`config.mk`:
```
export PLATFORM = sky130hd
export DESIGN_NAME = edge_frame_writer
export DESIGN_NICKNAME = d
export VERILOG_FILES = /design/src/rtl/edge_frame_writer.sv
export SDC_FILE = /design/constraint.sdc
export NUM_CORES = 1
export LEC_CHECK = 0
export ABC_AREA = 0
export CORE_ASPECT_RATIO = 1.2
export CORE_MARGIN = 8
export CORE_UTILIZATION = 49
export DETAILED_ROUTE_END_ITERATION = 7
export GPL_ROUTABILITY_DRIVEN = 0
export PLACE_DENSITY = 0.75
export SYNTH_ARGS = -nofsm -noshare
export SYNTH_HDL_FRONTEND = slang
export SYNTH_SLANG_ARGS = --single-unit
```
`constraint.sdc`:
```
create_clock -name video_clk -period 1.7 [get_ports video_clk]
set_input_delay 0.34 -clock video_clk [delete_from_list [all_inputs] [get_ports video_clk]]
set_output_delay 0.34 -clock video_clk [all_outputs]
set_load 0.02 [all_outputs]
```
`src/rtl/edge_frame_writer.sv`:
```
// Edge-class frame writer: places classified pixels into a double-buffered frame
// store. A completed frame is held until display vsync swaps the read and write banks.
module edge_frame_writer #(
  parameter int H_ACTIVE = 640,
  parameter int V_ACTIVE = 480,
  parameter int ADDR_W   = 19
) (
  input  logic              video_clk,
  input  logic              reset,
  input  logic              pix_valid,
  input  logic [2:0]        pix_class,
  input  logic              pix_sof,
  output logic              pix_ready,
  input  logic              disp_vsync,
  output logic              wr_en,
  output logic [ADDR_W:0]   wr_addr,
  output logic [2:0]        wr_data,
  output logic              rd_bank,
  output logic              frame_done,
  output logic              err_short,
  output logic [1:0]        fsm_state
);

  // Handshake: a pixel transfers on a rising edge where pix_valid & pix_ready.
  // pix_ready depends on state only, so it never depends on pix_valid.

  localparam int XW = (H_ACTIVE > 1) ? $clog2(H_ACTIVE) : 1;
  localparam int YW = (V_ACTIVE > 1) ? $clog2(V_ACTIVE) : 1;
  localparam logic [XW-1:0] X_LAST = XW'(H_ACTIVE - 1);
  localparam logic [YW-1:0] Y_LAST = YW'(V_ACTIVE - 1);

  typedef enum logic [1:0] {
    IDLE  = 2'd0,
    WRITE = 2'd1,
    HOLD  = 2'd2
  } state_t;

  state_t            state, state_nx;
  logic [XW-1:0]     x, x_nx;
  logic [YW-1:0]     y, y_nx;
  logic [ADDR_W-1:0] lin, lin_nx, wr_lin;
  logic              wr_bank, wr_bank_nx, rd_bank_nx;
  logic              vsync_q, vsync_fall;
  logic              accept, write_go, done_go, err_go;

  assign pix_ready  = (state != HOLD);
  assign accept     = pix_valid & pix_ready;
  assign vsync_fall = vsync_q & ~disp_vsync;
  assign fsm_state  = state;

  always_comb begin
    state_nx   = state;
    x_nx       = x;
    y_nx       = y;
    lin_nx     = lin;
    wr_bank_nx = wr_bank;
    rd_bank_nx = rd_bank;
    wr_lin     = lin;
    write_go   = 1'b0;
    done_go    = 1'b0;
    err_go     = 1'b0;
    case (state)
      IDLE: begin
        if (accept && pix_sof) begin
          write_go = 1'b1;
          wr_lin   = '0;
          x_nx     = XW'(1);
          y_nx     = '0;
          lin_nx   = ADDR_W'(1);
          state_nx = WRITE;
        end
      end
      WRITE: begin
        if (accept) begin
          write_go = 1'b1;
          if (pix_sof) begin
            // Early sof: drop the partial frame and restart at the origin.
            err_go = 1'b1;
            wr_lin = '0;
            x_nx   = XW'(1);
            y_nx   = '0;
            lin_nx = ADDR_W'(1);
          end else if (x == X_LAST && y == Y_LAST) begin
            done_go  = 1'b1;
            state_nx = HOLD;
            x_nx     = '0;
            y_nx     = '0;
            lin_nx   = '0;
          end else if (x == X_LAST) begin
            x_nx   = '0;
            y_nx   = y + YW'(1);
            lin_nx = lin + ADDR_W'(1);
          end else begin
            x_nx   = x + XW'(1);
            lin_nx = lin + ADDR_W'(1);
          end
        end
      end
      HOLD: begin
        if (vsync_fall) begin
          rd_bank_nx = wr_bank;
          wr_bank_nx = ~wr_bank;
          state_nx   = IDLE;
        end
      end
      default: state_nx = IDLE;
    endcase
  end

  always_ff @(posedge video_clk) begin
    if (reset) begin
      state      <= IDLE;
      x          <= '0;
      y          <= '0;
      lin        <= '0;
      wr_bank    <= 1'b1;
      rd_bank    <= 1'b0;
      wr_en      <= 1'b0;
      wr_addr    <= '0;
      wr_data    <= '0;
      frame_done <= 1'b0;
      err_short  <= 1'b0;
      vsync_q    <= 1'b1;
    end else begin
      state      <= state_nx;
      x          <= x_nx;
      y          <= y_nx;
      lin        <= lin_nx;
      wr_bank    <= wr_bank_nx;
      rd_bank    <= rd_bank_nx;
      wr_en      <= write_go;
      frame_done <= done_go;
      err_short  <= err_go;
      vsync_q    <= disp_vsync;
      if (write_go) begin
        wr_addr <= {wr_bank, wr_lin};
        wr_data <= pix_class;
      end
    end
  end

endmodule

```
==> results of run 1 <==
==> where the power goes <==
| part | internal [W] | switching (W) | leakage, nW | total, W |
|---|---|---|---|---|
| logic | 0.000121 | 0.000143 | 0.857 | 0.000264 |
| registers | 0.00163 | 0.0000129 | 0.560 | 0.00165 |
| clock network | 0.000714 | 0.000613 | 0.0964 | 0.00133 |
==> final timing paths <==
| kind | startpoint | endpoint | slack [ps] |
|---|---|---|---|
| max | x[7] | y[7] | -90 |
| min | wr_data[0] | wr_data[0] | 460 |
| max reg2reg | x[7] | y[7] | -90 |
| min reg2reg | wr_data[0] | wr_data[0] | 460 |
==> cell type report <==
| class | count | area, µm² |
|---|---|---|
| timing repair buffer | 91 | 816 |
| inverter | 7 | 26.3 |
| multi-input combinational | 216 | 1510 |
| sequential | 69 | 1390 |
| clock inverter | 4 | 47.5 |
| clock buffer | 12 | 145 |
| fill | 419 | 1640 |
| tap | 80 | 100 |
==> registers in the layout (all words and copies together) (netlist names) <==
signal / cells
y: 9
x: 10
vsync_q: 1
wr_bank: 1
rd_bank: 1
wr_addr: 20
wr_en: 1
fsm_state: 2
wr_data: 3
err_short: 1
frame_done: 1
lin: 19
==> layout by cell type, fill, tap and decap left out, types with 3 or more instances in the layout <==
master	instances
nor2_1	37
xnor2_1	8
nor3_2	7
nand3_1	16
a22o_1	18
clkbuf_8	10
o21ai_1	3
buf_6	3
buf_4	48
nand2_1	24
or2_2	4
nor3_1	4
inv_1	7
xor2_1	19
clkdlybuf4s50_1	31
nor2_2	4
dlygate4sd2_1	5
dfxtp_1	64
a21oi_1	11
nand4_1	10
nand2b_1	3
nand3_2	3
and4_1	4
and3_1	5
dfxtp_2	5
==> cells by family after synthesis <==
kind of cell | Yosys count
AOI/OAI and AO/OA | 46
DFF | 69
adders and majority gates | 3
xor gates and xnor gates | 29
and+or+nand+nor | 136
buffers and inverters | 18
muxes | 1
==> synth_stat cells, types with 2 or more instances <==
cell type,n,share of area
dfxtp_1,69,0.48
nor2_1,39,0.051
nand2_1,24,0.031
xor2_1,20,0.061
nand3_1,19,0.033
a22o_1,18,0.055
a21oi_1,12,0.021
nor3_1,11,0.019
nand4_1,10,0.022
xnor2_1,9,0.028
inv_1,7,0.0092
and3_1,5,0.011
clkbuf_1,5,0.0066
o21ai_0,5,0.0087
and4_1,4,0.012
or2_2,4,0.0087
buf_6,3,0.012
ha_1,3,0.013
nand2b_1,3,0.0066
a211oi_1,2,0.0052
a311oi_1,2,0.0061
buf_2,2,0.0035
nor2_2,2,0.0044
==> what timing repair did <==
item                                    4_1_cts  5_1_grt
cloned                                        1        0
endpoints found under the setup margin       36       34
gates resized for setup                      21       20
buffers inserted                              6        2
pin swaps                                     9       16
==> stage by stage <==
stage	setup WS, ps	utilization
6_report	-90.6	0.711
5_1_grt	-161	0.711
4_1_cts	-13.1	0.694
3_5_place_dp	-510	0.640
3_3_place_gp	-420	0.640
2_1_floorplan	7.54	-
==> worst max-delay path: cells and delay by family, from the launching register on <==
| family | cells | cell delay [ps] |
|---|---|---|
| AOI/OAI and AO/OA | 3 | 520 |
| buffers and inverters | 2 | 320 |
| DFF | 1 | 320 |
| and+or+nand+nor | 2 | 500 |
==> per-layer routing <==
metal	track usage	wire [µm]
met5	0	0
met3	0.0429	331
met2	0.306	3730
met4	0.0770	217
met1	0.191	3070
==> flow_summary.yaml, run 1 <==
power_and_ir_drop:
  cellPowerDensity_nw_per_um2: 803
  power_w: 0.00324
  vdd_drop_max_mv: 0.509
  p_leak_nw: 1.51
setup_path:
  crit_arrival_ps: 2020
  cp-end-kind: "register"
  max_stage_delay_ps: 420
  cp_max_fo: 7
  required_ps: 1920
  crit_chain: "or3b_4, buf_6, o31ai_4, buf_6, nand2_1, o21ai_1, a21oi_1"
  critPathKind: "register to register"
  slowest_stage: "or3b_4"
  crit_top_cell: "buf_6"
  reg2reg_depth: 7
  start_kind: "register"
yosys:
  synthFlopType: "dfxtp_1"
  synth_top_family_by_area: "simple AND/OR/NAND/NOR gates"
  ys_async_sr_fraction: 0
  netlist_area_um2: 2860
  ys_types: 47
  syn-instance-count: 302
  ys_seq_area_frac: 0.483
  synthAdderAreaFrac: 0.0131
  synth_compound_area_frac: 0.123
  synth_edf_count: 0
  synth_area_per_cell_um2: 9.48
  syn_nets: 313
  yosysWarnings: 0
  synth_xor_area_frac: 0.0887
  ys_ff_latch: 69
  synthMuxAreaShare: 0.00350
  yosys.area_share.simple: 0.255
detailed_routing:
  drcViolationCount: 0
  viasPerCell: 5.37
  wl_per_cell_um: 15.3
  dr.pass1.iters: 5
  wl_mm: 7.35
  vias: 2573
  drtIter0Drc: 112
  ant_nets: 0
grt:
  first_global_vias: 2547
  antenna_found_initial: 0
  overflow: 0
  grt_max_degree: 25
  grt_pass1_wl_mm: 11.9
  grt_usage: 0.174
sta:
  fmax_ghz: 0.558
  rsz0062_at_grt: "true"
  relSlewSlack: 0.738
  slew_viol_final: 0
  worst_slack_ps: -90.6
  fin_crit_ps: 1790
  whs_ps: 458
  hold_viol: 0
  finalSetupTns_ps: -418
  worst_slew_pin_slew_ps: 390
  final.period_utilization: 1.05
  setup_viol: 14
  skew_ps: 8.91
floorplanning:
  die_h_um: 99.7
  start_util: 0.505
  core_area_um2: 5670
  die_area_um2: 8550
  ios: 38
  dieWidth_um: 85.8
  rows: 30
outcome:
  status: "finished, violations left"
  violations: "negative setup slack"
place:
  portBuffers: 37
  place_area_um2: 3630
  dpl.hpwl_mm: 4.75
  dp_cells: 455
clock_network:
  clk_latency_ps: 350
  clockBufferDepth: 2
  clock-sinks: 69
  numCtsBuffers: 9
  clk_pin_slew_ps: 70
  cts_hold_buf: 0
  htree_levels: 3
  tritoncts: "yes"
  cts_root_buf: "clkbuf_8"
flow_run:
  maxCapViolCount: 0
cells_and_area:
  antennaDiodeCount: 0
  fin_cells: 479
  drive_above_1_share: 0.276
  area_growth_pct: 40.8
  nNetsFinal: 405
  final_area_um2: 4030
hold_path:
  hold_path_depth: 2
  hp-class: "register to register"
(Power assumes the default switching activity.)
==> run 2, diff against run 1 <==
--- a/config.mk
+++ b/config.mk
@@ -5,7 +5,6 @@
 export SDC_FILE = /design/constraint.sdc
 export NUM_CORES = 1
 export LEC_CHECK = 0
-export ABC_AREA = 0
 export CORE_ASPECT_RATIO = 1.2
 export CORE_MARGIN = 8
 export CORE_UTILIZATION = 49
==> results of run 2 <==
Same layout as run 1: the final DEF is identical, and so are final timing and power.
==> run 3, diff against run 2 <==
--- a/config.mk
+++ b/config.mk
@@ -5,12 +5,14 @@
 export SDC_FILE = /design/constraint.sdc
 export NUM_CORES = 1
 export LEC_CHECK = 0
+export CAP_MARGIN = 10
 export CORE_ASPECT_RATIO = 1.2
 export CORE_MARGIN = 8
-export CORE_UTILIZATION = 49
+export CORE_UTILIZATION = 50
+export CTS_BUF_LIST = sky130_fd_sc_hd__clkbuf_16
 export DETAILED_ROUTE_END_ITERATION = 7
 export GPL_ROUTABILITY_DRIVEN = 0
-export PLACE_DENSITY = 0.75
+export PLACE_DENSITY = 0.74
 export SYNTH_ARGS = -nofsm -noshare
 export SYNTH_HDL_FRONTEND = slang
 export SYNTH_SLANG_ARGS = --single-unit
==> constraint.sdc (replaced) <==
create_clock -name video_clk -period 2.2 [get_ports video_clk]
set_input_delay 0.44 -clock video_clk [delete_from_list [all_inputs] [get_ports video_clk]]
set_output_delay 0.44 -clock video_clk [all_outputs]
set_load 0.02 [all_outputs]
==> run 3 against run 2 <==
Compared with the run above:
- hold slack worse by 4.2 ps
- critical path type is now register to primary output
- die area fell by 1.7%
- global-route usage down 1.7 points
- the flow now finishes without violations
- non-clock buffer count shrank 41
- utilization decreased by 6.0 points
- critical endpoint is now pix_ready
- register-to-register slack gained 250 ps
- sequential cell count unchanged
- setup slack better by 240 ps
- clock skew shrank 3.8 ps
- cell count fell by 12%
- critical path depth is 5 lower
- sequential power shrank 22%
==> flow_summary.yaml, run 3 (synthesized netlist as in run 1, its figures left out) <==
setup_path:
  required_ps: 1760
  crit_chain: "nand2b_1, clkdlybuf4s50_1"
  cp_num_cells: 2
  reg2reg_depth: 5
  critPathBufInv: 1
  slowest_stage: "clkdlybuf4s50_1"
  start_kind: "register"
  critPathKind: "register to primary output"
  max_stage_delay_ps: 630
  cp-end-kind: "primary output"
  cp_max_fo: 8
  cpLargestDelayFamily: "buffers and inverters"
  crit_arrival_ps: 1610
sta:
  fmax_ghz: 0.487
  fin_crit_ps: 2050
  final.period_utilization: 0.932
  worst_slew_pin_slew_ps: 599
  relSlewSlack: 0.601
  worst_slack_ps: 149
  hold_viol: 0
  rsz0062_at_grt: "false"
  whs_ps: 454
  slew_viol_final: 0
  setup_viol: 0
  skew_ps: 5.08
hold_path:
  hold_path_depth: 2
  hp-class: "register to register"
detailed_routing:
  wl_mm: 6.26
  wl_met2_mm: 3.04
  met1Wirelength_mm: 2.80
  wl_per_cell_um: 14.9
  dr.pass1.iters: 4
  wl_met3_um: 294
  drtIter0Drc: 57
  viasPerCell: 5.44
  drcViolationCount: 0
  ant_nets: 0
  top_layer: "met4"
  vias: 2291
cells_and_area:
  antennaDiodeCount: 0
  multiInputGateArea_um2: 1400
  fin_cells: 421
  layout_common_cells: "dfxtp_1 (69), nor2_1 (39), clkdlybuf4s50_1 (37), nand2_1 (24), xor2_1 (20)"
  largest_reg_flops: 20
  final.fill_count: 489
  reg.largest.list: "wr_addr: 20 flops, lin: 19 flops, x: 10 flops"
  final_common_cell: "dfxtp_1"
  nNetsFinal: 364
  final_area_um2: 3640
  largest-register: "wr_addr"
  seq_area_um2: 1380
  drive_above_1_share: 0.132
  area_growth_pct: 27.3
place:
  place_area_um2: 3350
  dpl.hpwl_mm: 4.32
  place_ws_ps: -49.9
  dp_cells: 405
  portBuffers: 37
grt:
  grt_pass1_wl_mm: 10.4
  antenna_found_initial: 0
  grt_max_degree: 28
  first_global_vias: 2219
  grt_usage: 0.157
  overflow: 0
clock_network:
  tritoncts: "yes"
  clk_latency_ps: 330
  clockBufferDepth: 2
  htree_levels: 3
  clock-sinks: 69
  cts_root_buf: "clkbuf_16"
  numCtsBuffers: 9
  clk_pin_slew_ps: 50
floorplanning:
  die_h_um: 98.9
  core_area_um2: 5590
  dieWidth_um: 85.1
  start_util: 0.512
  rows: 30
  ios: 38
  die_area_um2: 8410
power_and_ir_drop:
  cellPowerDensity_nw_per_um2: 768
  vdd_drop_max_mv: 0.595
  p_leak_nw: 1.31
flow_run:
  maxCapViolCount: 0
outcome:
  status: "finished, final reports clean"
-- run 3: changes by cell type in the layout (fill, tap and decap cells not counted), moves of 5 or more --
cell | before | now
buf_4 | 48 | 12
clkdlybuf4s50_1 | 31 | 37
clkbuf_16 | 0 | 9
clkbuf_8 | 10 | 0
nor3_2 | 7 | 0
nor3_1 | 4 | 11
dlygate4sd2_1 | 5 | 0
dfxtp_2 | 5 | 0
dfxtp_1 | 64 | 69
-- run 3: repair_timing --
item                                    in CTS  in global routing
gates resized for setup                      0                  1
buffers inserted                             0                  0
endpoints found under the hold margin        0                  0
hold buffers                                 0                  0
endpoints found under the setup margin       0                  7
-- run 3: worst reg2reg max path, cell delays in order, from the launching register on --
cell,delay [ps]
dfxtp_1,350
or3b_4,450
nor3b_2,290
nand3_2,180
a21oi_2,520
nor2_1,110
-- run 3: layout make-up --
type | count | area share
clock inverter | 6 | 0.0154
multi-input combinational | 216 | 0.383
timing repair buffer | 50 | 0.132
tap | 64 | 0.0220
inverter | 7 | 0.00721
clock buffer | 9 | 0.0618
sequential | 69 | 0.379
-- run 3: where the power goes --
group          switching [W]  internal, W  leakage (nW)
combinational      0.0000890    0.0000570         0.610
sequential         0.0000123      0.00126         0.558
clock               0.000517     0.000859         0.142
total               0.000618      0.00218          1.31
-- run 3: path summary, 6_finish.rpt --
kind / startpoint / to / slack, ps
setup / recovery: fsm_state[0] / pix_ready / 150
hold / removal: wr_data[1] / wr_data[1] / 450
setup reg to reg: x[7] / lin[13] / 160
hold reg to reg: wr_data[1] / wr_data[1] / 450
-- run 3: metrics by stage --
step / total power [W] / TNS [ps] / util
after CTS: 0.00282 / 0 / 0.650
after global placement: 0.00144 / -317 / 0.600
final: 0.00280 / 0 / 0.652
after detailed placement: 0.00145 / -802 / 0.600
after floorplan: 0.00140 / 0 / -
after global routing: 0.00288 / 0 / 0.652
-- run 3: routing by layer --
layer	vias up	GRT usage
li1	1163	-
met1	1072	0.169
met2	45	0.262
met3	11	0.0608
met4	0	0.0728
met5	-	0
